File: src/rtl/nicem_tablo_denetleyici.sv
// Dequantization table controller: parses DQT bytes into de-zigzagged tables, tracks MCU components, serves lookups.
// Optional NICEM_16BIT_EN: accepts Pq=1 (two-byte big-endian values) and widens storage to 16 bits.
module nicem_tablo_denetleyici #(
  parameter int TABLO_SAYISI = 2,
`ifdef NICEM_16BIT_EN
  parameter int DQ_TABLO_BIT = 16,
`else
  parameter int DQ_TABLO_BIT = 8,
`endif
  parameter int BLOK_ALAN    = 64
) (
  input  logic                    clk_i,
  input  logic                    rstn_i,
  input  logic [7:0]              dqt_veri_i,
  input  logic                    dqt_gecerli_i,
  input  logic                    dqt_son_i,
  output logic                    dqt_hazir_o,
  input  logic [1:0]              cfg_mcu_yapi_i,
  input  logic                    cfg_y_tablo_i,
  input  logic                    cfg_c_tablo_i,
  input  logic                    mcu_sifirla_i,
  input  logic [5:0]              dq_index_i,
  input  logic                    dq_istek_i,
  input  logic                    blok_son_i,
  output logic [DQ_TABLO_BIT-1:0] dq_katsayi_o,
  output logic                    dq_gecerli_o,
  output logic [1:0]              bilesen_o,
  output logic                    hata_o,
  output logic [1:0]              durum_o
);
  // Byte handshake: a byte moves on any edge where dqt_gecerli_i && dqt_hazir_o.
  localparam int TW = (TABLO_SAYISI > 1) ? $clog2(TABLO_SAYISI) : 1;
  localparam int ZIGZAG [64] = '{
     0,  1,  8, 16,  9,  2,  3, 10, 17, 24, 32, 25, 18, 11,  4,  5,
    12, 19, 26, 33, 40, 48, 41, 34, 27, 20, 13,  6,  7, 14, 21, 28,
    35, 42, 49, 56, 57, 50, 43, 36, 29, 22, 15, 23, 30, 37, 44, 51,
    58, 59, 52, 45, 38, 31, 39, 46, 53, 60, 61, 54, 47, 55, 62, 63};

  typedef enum logic [1:0] {BASLIK = 2'd0, DEGER = 2'd1, ATLA = 2'd2} durum_t;

  durum_t                  durum_q, durum_d;
  logic [5:0]              k_q, k_d;
  logic [TW-1:0]           tq_q, tq_d;
  logic [TABLO_SAYISI-1:0] gecerli_q, gecerli_d;
  logic                    hata_q, hata_d;
  logic [2:0]              s_q, s_d;
  logic                    aktif_q, aktif_d;
  logic [DQ_TABLO_BIT-1:0] tablo_q [TABLO_SAYISI][BLOK_ALAN];
  logic [DQ_TABLO_BIT-1:0] tablo_d [TABLO_SAYISI][BLOK_ALAN];
`ifdef NICEM_16BIT_EN
  logic                    pq_q, pq_d;
  logic                    faz_q, faz_d;
  logic [7:0]              ust_q, ust_d;
`endif

  logic                    kabul, baslik_iyi, tamam;
  logic [DQ_TABLO_BIT-1:0] deger;
  logic [TW-1:0]           sel;
  logic [2:0]              s_son;

  // Component sequence and table select
  always_comb begin
    case (cfg_mcu_yapi_i)
      2'd1:    s_son = 3'd2;
      2'd2:    s_son = 3'd5;
      default: s_son = 3'd0;
    endcase
    case (cfg_mcu_yapi_i)
      2'd1:    bilesen_o = s_q[1:0];
      2'd2:    bilesen_o = (s_q < 3'd4) ? 2'd0 : ((s_q == 3'd4) ? 2'd1 : 2'd2);
      default: bilesen_o = 2'd0;
    endcase
    sel          = TW'((bilesen_o == 2'd0) ? cfg_y_tablo_i : cfg_c_tablo_i);
    dq_katsayi_o = tablo_q[sel][dq_index_i];
    dq_gecerli_o = gecerli_q[sel];
    hata_o       = hata_q;
    durum_o      = durum_q;
  end

  // A header for the table the dequantizer is reading is stalled until its block ends.
  always_comb begin
    dqt_hazir_o = 1'b1;
    if (durum_q == BASLIK && aktif_q && dqt_gecerli_i && dqt_veri_i[3:0] == 4'(sel))
      dqt_hazir_o = 1'b0;
    kabul = dqt_gecerli_i && dqt_hazir_o;
  end

  always_comb begin
    s_d     = s_q;
    aktif_d = aktif_q;
    if (mcu_sifirla_i) begin
      s_d     = 3'd0;
      aktif_d = 1'b0;
    end else begin
      if (dq_istek_i) aktif_d = 1'b1;
      if (blok_son_i) begin
        aktif_d = 1'b0;
        s_d     = (s_q >= s_son) ? 3'd0 : s_q + 3'd1;
      end
    end
  end

  always_comb begin
    durum_d   = durum_q;
    k_d       = k_q;
    tq_d      = tq_q;
    gecerli_d = gecerli_q;
    hata_d    = hata_q;
    tablo_d   = tablo_q;
    tamam     = 1'b0;
    deger     = DQ_TABLO_BIT'(dqt_veri_i);
`ifdef NICEM_16BIT_EN
    pq_d       = pq_q;
    faz_d      = faz_q;
    ust_d      = ust_q;
    baslik_iyi = (dqt_veri_i[7:4] <= 4'd1) && (32'(dqt_veri_i[3:0]) < TABLO_SAYISI);
`else
    baslik_iyi = (dqt_veri_i[7:4] == 4'd0) && (32'(dqt_veri_i[3:0]) < TABLO_SAYISI);
`endif
    case (durum_q)
      BASLIK: if (kabul) begin
        if (baslik_iyi) begin
          tq_d                           = dqt_veri_i[TW-1:0];
          gecerli_d[dqt_veri_i[TW-1:0]]  = 1'b0;
          k_d                            = 6'd0;
          durum_d                        = DEGER;
`ifdef NICEM_16BIT_EN
          pq_d  = dqt_veri_i[4];
          faz_d = 1'b0;
`endif
        end else begin
          hata_d = 1'b1;
          if (!dqt_son_i) durum_d = ATLA;
        end
      end
      DEGER: if (kabul) begin
`ifdef NICEM_16BIT_EN
        if (pq_q && !faz_q) begin
          ust_d = dqt_veri_i;
          faz_d = 1'b1;
        end else begin
          faz_d = 1'b0;
          tamam = 1'b1;
          if (pq_q) deger = DQ_TABLO_BIT'({ust_q, dqt_veri_i});
        end
`else
        tamam = 1'b1;
`endif
        if (tamam) begin
          tablo_d[tq_q][6'(ZIGZAG[k_q])] = deger;
          if (k_q == 6'd63) begin
            gecerli_d[tq_q] = 1'b1;
            durum_d         = BASLIK;
          end else begin
            k_d = k_q + 6'd1;
          end
        end
        // A segment ending before the 64th value leaves the table invalid.
        if (dqt_son_i && !(tamam && k_q == 6'd63)) begin
          hata_d  = 1'b1;
          durum_d = BASLIK;
        end
      end
      ATLA: if (kabul && dqt_son_i) durum_d = BASLIK;
      default: durum_d = BASLIK;
    endcase
  end

  always_ff @(posedge clk_i or negedge rstn_i) begin
    if (!rstn_i) begin
      durum_q   <= BASLIK;
      k_q       <= 6'd0;
      tq_q      <= '0;
      gecerli_q <= '0;
      hata_q    <= 1'b0;
      s_q       <= 3'd0;
      aktif_q   <= 1'b0;
      tablo_q   <= '{default: '0};
`ifdef NICEM_16BIT_EN
      pq_q      <= 1'b0;
      faz_q     <= 1'b0;
      ust_q     <= 8'd0;
`endif
    end else begin
      durum_q   <= durum_d;
      k_q       <= k_d;
      tq_q      <= tq_d;
      gecerli_q <= gecerli_d;
      hata_q    <= hata_d;
      s_q       <= s_d;
      aktif_q   <= aktif_d;
      tablo_q   <= tablo_d;
`ifdef NICEM_16BIT_EN
      pq_q      <= pq_d;
      faz_q     <= faz_d;
      ust_q     <= ust_d;
`endif
    end
  end
endmodule

File: config.mk
export PLATFORM = sky130hd
export DESIGN_NAME = nicem_tablo_denetleyici
export DESIGN_NICKNAME = d
export VERILOG_FILES = /design/src/rtl/nicem_tablo_denetleyici.sv
export SDC_FILE = /design/constraint.sdc
export NUM_CORES = 2
export LEC_CHECK = 0
export CAP_MARGIN = 15
export CORE_ASPECT_RATIO = 0.75
export CORE_MARGIN = 8
export CORE_UTILIZATION = 35
export CTS_CLUSTER_DIAMETER = 40
export DETAILED_ROUTE_END_ITERATION = 12
export PLACE_DENSITY = 0.47
export SKIP_LAST_GASP = 1
export SLEW_MARGIN = 25
export SYNTH_ARGS = -nofsm -noshare
export SYNTH_HDL_FRONTEND = slang
export SYNTH_SLANG_ARGS = --single-unit
File: constraint.sdc
create_clock -name clk_i -period 5.4 [get_ports clk_i]
set_clock_uncertainty 0.2 [all_clocks]
set_input_delay 0.54 -clock clk_i [delete_from_list [all_inputs] [get_ports clk_i]]
set_output_delay 0.54 -clock clk_i [all_outputs]
set_load 0.03 [all_outputs]
==> run summary <==
synthesized netlist net count -> 3850
Yosys Warn Count -> 0
DR vias -> 28630
Worst-Skew Late Latency -> 0.74 ns
fillers -> 12200
VDD IR max -> 0.3358 mV
area delta synth->final -> 15.54%
vias per cell -> 5.357
vias in the first global route -> 29280
min-delay worst type -> primary input to register
share of layout cells above drive strength 1 -> 31.91%
worst-margin pin slew -> 0.9488 ns
Slew headroom -> 36.75%
gr ovfl total -> 0
Post-Route WL -> 135000 um
DIE WIDTH -> 431.4 um
I/O pin count -> 40
max-cap violations -> 0
largest net degree at the start of global routing -> 143
fmax -> 190.0 MHz
Clock Pin Slew Worst Setup and Hold Paths -> 0.05 ns
drt first pass iters -> 8
critical path type -> primary input to primary output
DRT antenna net count -> 0
Finished Layout Cells -> 5344
worst r2r src -> k_q[1]
Initial Util -> 35.20%
Final period util -> 97.49%
final number of setup-violating endpoints -> 0
Rows -> 114
clock sinks -> 1040
Post-Place Cells -> 5081
final hold vios -> 0
Avg WL per Cell -> 25.26 um
GRT Resource Usage Total -> 18.94%
post-synthesis sequential area ratio -> 57.47%
Worst Reg-to-Reg Cells -> 10
Reg area -> 0.02603 sq mm
TritonCTS clock tree -> done
HPWL Detailed -> 89100 um
static leakage -> 0.02440 uW
Crit Reg-Reg Endpoint -> tablo_q[991]
CTS H-tree depth -> 4
Mean Syn Cell Area -> 11.91 sq um
flop2flop setup slack -> 0.83 ns
Critical Path RT -> 4.66 ns
GP Congestion -> 0.7909
die area -> 0.1413 sq mm
PwrDens -> 348.0 mW/mm^2
top_reg_cell synth -> dfrtp_1
DRC -> 0
Worst Hold Path EP -> k_q[5]
Multi-input gate area -> 0.01647 sq mm
Inserted Clock Buffers -> 138
HP Start -> dqt_veri_i[2]
Async SR Flop Fraction -> 100.0%
Max FO, Critical Path -> 20
IO Port Bufs -> 39
Setup WS post-layout -> 0.1358 ns
drt first-iter violations -> 2583
flops & latches, synth -> 1040
initial antenna violation count -> 7
first-pass GRT wire length -> 203900 um
Synth Instances -> 3803
clock buffer depth -> 3
clk root buf -> clkbuf_16
Hold Path Depth -> 5
CP arrival -> 4.52 ns
Setup WS pre-CTS -> -0.5555 ns
Die Height -> 327.5 um
fin. max-slew vios -> 0
Final #Nets -> 3541
cell area after synthesis -> 0.04529 sq mm
core area -> 0.1287 sq mm
status -> finished clean
Worst Setup End Kind -> primary output
number of synthesized flops with an enable pin -> 0
minimum clock period -> 5.264 ns
post-synth cell types -> 79
Worst Setup Start Kind -> primary input
cell families after synthesis:
kind of cell	after synthesis	share of synthesized area, %
adders and majority gates	22	0.6078
and+or+nand+nor	490	5.774
xor gates and xnor gates	1	0.01934
AOI/OAI and AO/OA	767	12.10
buffers and inverters	795	6.863
DFF	1040	57.47
muxes	688	17.16
flip-flops by register name (all words and copies together), names as in the netlist:
register   count
tablo_q     1024
k_q            6
s_q            3
durum_o        2
gecerli_q      2
aktif_q        1
hata_o         1
tq_q           1
final cells by class:
type | count | area share (%)
Clock inverter | 78 | 1.820
Tap cell | 1740 | 4.161
Sequential cell | 1040 | 49.74
Clock buffer | 169 | 7.152
Inverter | 39 | 0.2798
Multi-Input combinational cell | 1969 | 31.49
Timing Repair Buffer | 306 | 5.349
Antenna cell | 3 | 0.01435
worst max-delay path, cell delays in order:
cell and delay, ns:
clkdlybuf4s50_1 0.54, inv_1 0.08, ha_1 0.28, o21ai_1 0.20, buf_12 0.18, a21oi_4 0.06, buf_12 0.16, buf_12 0.16
nor3_2 0.38, buf_6 0.31, a22o_1 0.21, a21oi_1 0.06, a221oi_2 0.29, buf_4 0.15, o211ai_1 0.13, buf_4 0.18
a32oi_1 0.29, buf_4 0.19, buf_12 0.11
where the power goes:
part | internal (uW) | leakage, uW | switching, uW
clock | 5740 | 0.00228 | 3630
combinational | 302 | 0.00760 | 734
sequential | 7800 | 0.0145 | 7.29
cells in the mapped netlist, types with 25 or more instances:
master	count	share of area, %
a221o_1	42	0.93
mux2_2	526	13
clkbuf_1	682	5.7
mux2i_1	133	2.9
a31oi_1	25	0.35
a22oi_1	80	1.3
dfrtp_1	1040	57
buf_2	36	0.40
o21ai_0	150	1.7
nand2_1	143	1.2
nor4_1	27	0.37
a221oi_1	35	0.68
nor2_1	48	0.40
a222oi_1	29	0.64
o22ai_1	37	0.51
a211oi_1	54	0.90
a22o_1	34	0.66
nand3_1	118	1.3
a21oi_1	111	1.2
inv_1	37	0.31
stage by stage:
stage	setup TNS, ns	hold WS [ns]	utilization (%)	total power (uW)	cell area (sq um)
after floorplan	0	0.04441	-	8331	45290
after CTS	-0.09090	0.03734	40.52	18450	52130
after global routing	-0.004777	0.1595	40.67	18850	52320
after detailed placement	-2.463	0.1594	36.77	8968	47310
final	0	0.09786	40.67	18210	52320
after global placement	-2.879	0.1588	36.77	8973	47310
timing repair:
action,in CTS,in global routing
cloned,1,0
gates resized for setup,18,15
endpoints found under the hold margin,74,0
pin swaps,3,8
setup buffers,1,10
endpoints found under the setup margin,8,7
hold buffers,1,0
per-layer routing:
metal | global-route usage, % | part of all wire [%]
met1 | 29.94 | 51
met2 | 25.59 | 40
met3 | 3.865 | 5.8
met4 | 5.734 | 2.4
met5 | 0 | 0
worst max-delay path by stage:
stage / start / to / slack, ns / depth (start not counted)
after CTS: cfg_mcu_yapi_i[0] / dq_katsayi_o[5] / -0.06 / 16
after floorplan: cfg_mcu_yapi_i[0] / dq_katsayi_o[0] / 1.03 / 15
after detailed placement: cfg_mcu_yapi_i[0] / dq_katsayi_o[5] / -0.56 / 18
final: cfg_mcu_yapi_i[1] / dq_katsayi_o[6] / 0.14 / 19
after global placement: cfg_mcu_yapi_i[0] / dq_katsayi_o[5] / -0.60 / 18
after global routing: cfg_mcu_yapi_i[1] / dq_katsayi_o[3] / -0.005 / 17
layout by cell type (no fill, tap or decap), types with 23 or more instances in the layout:
master     instances
a22o_1            34
a222oi_1          29
buf_4            235
a22oi_1           80
nand3_1          118
dfrtp_1         1040
mux2_2           526
a211oi_1          45
nor2_1            48
clkbuf_16        140
mux2i_1          133
nor4_1            23
a221oi_1          34
nand2_1          141
a21oi_1          104
inv_1             37
o21ai_0          149
nor2_4            23
buf_12            37
o22ai_1           37
a31oi_1           25
a221o_1           42
Power figures use the tool's default switching activity.
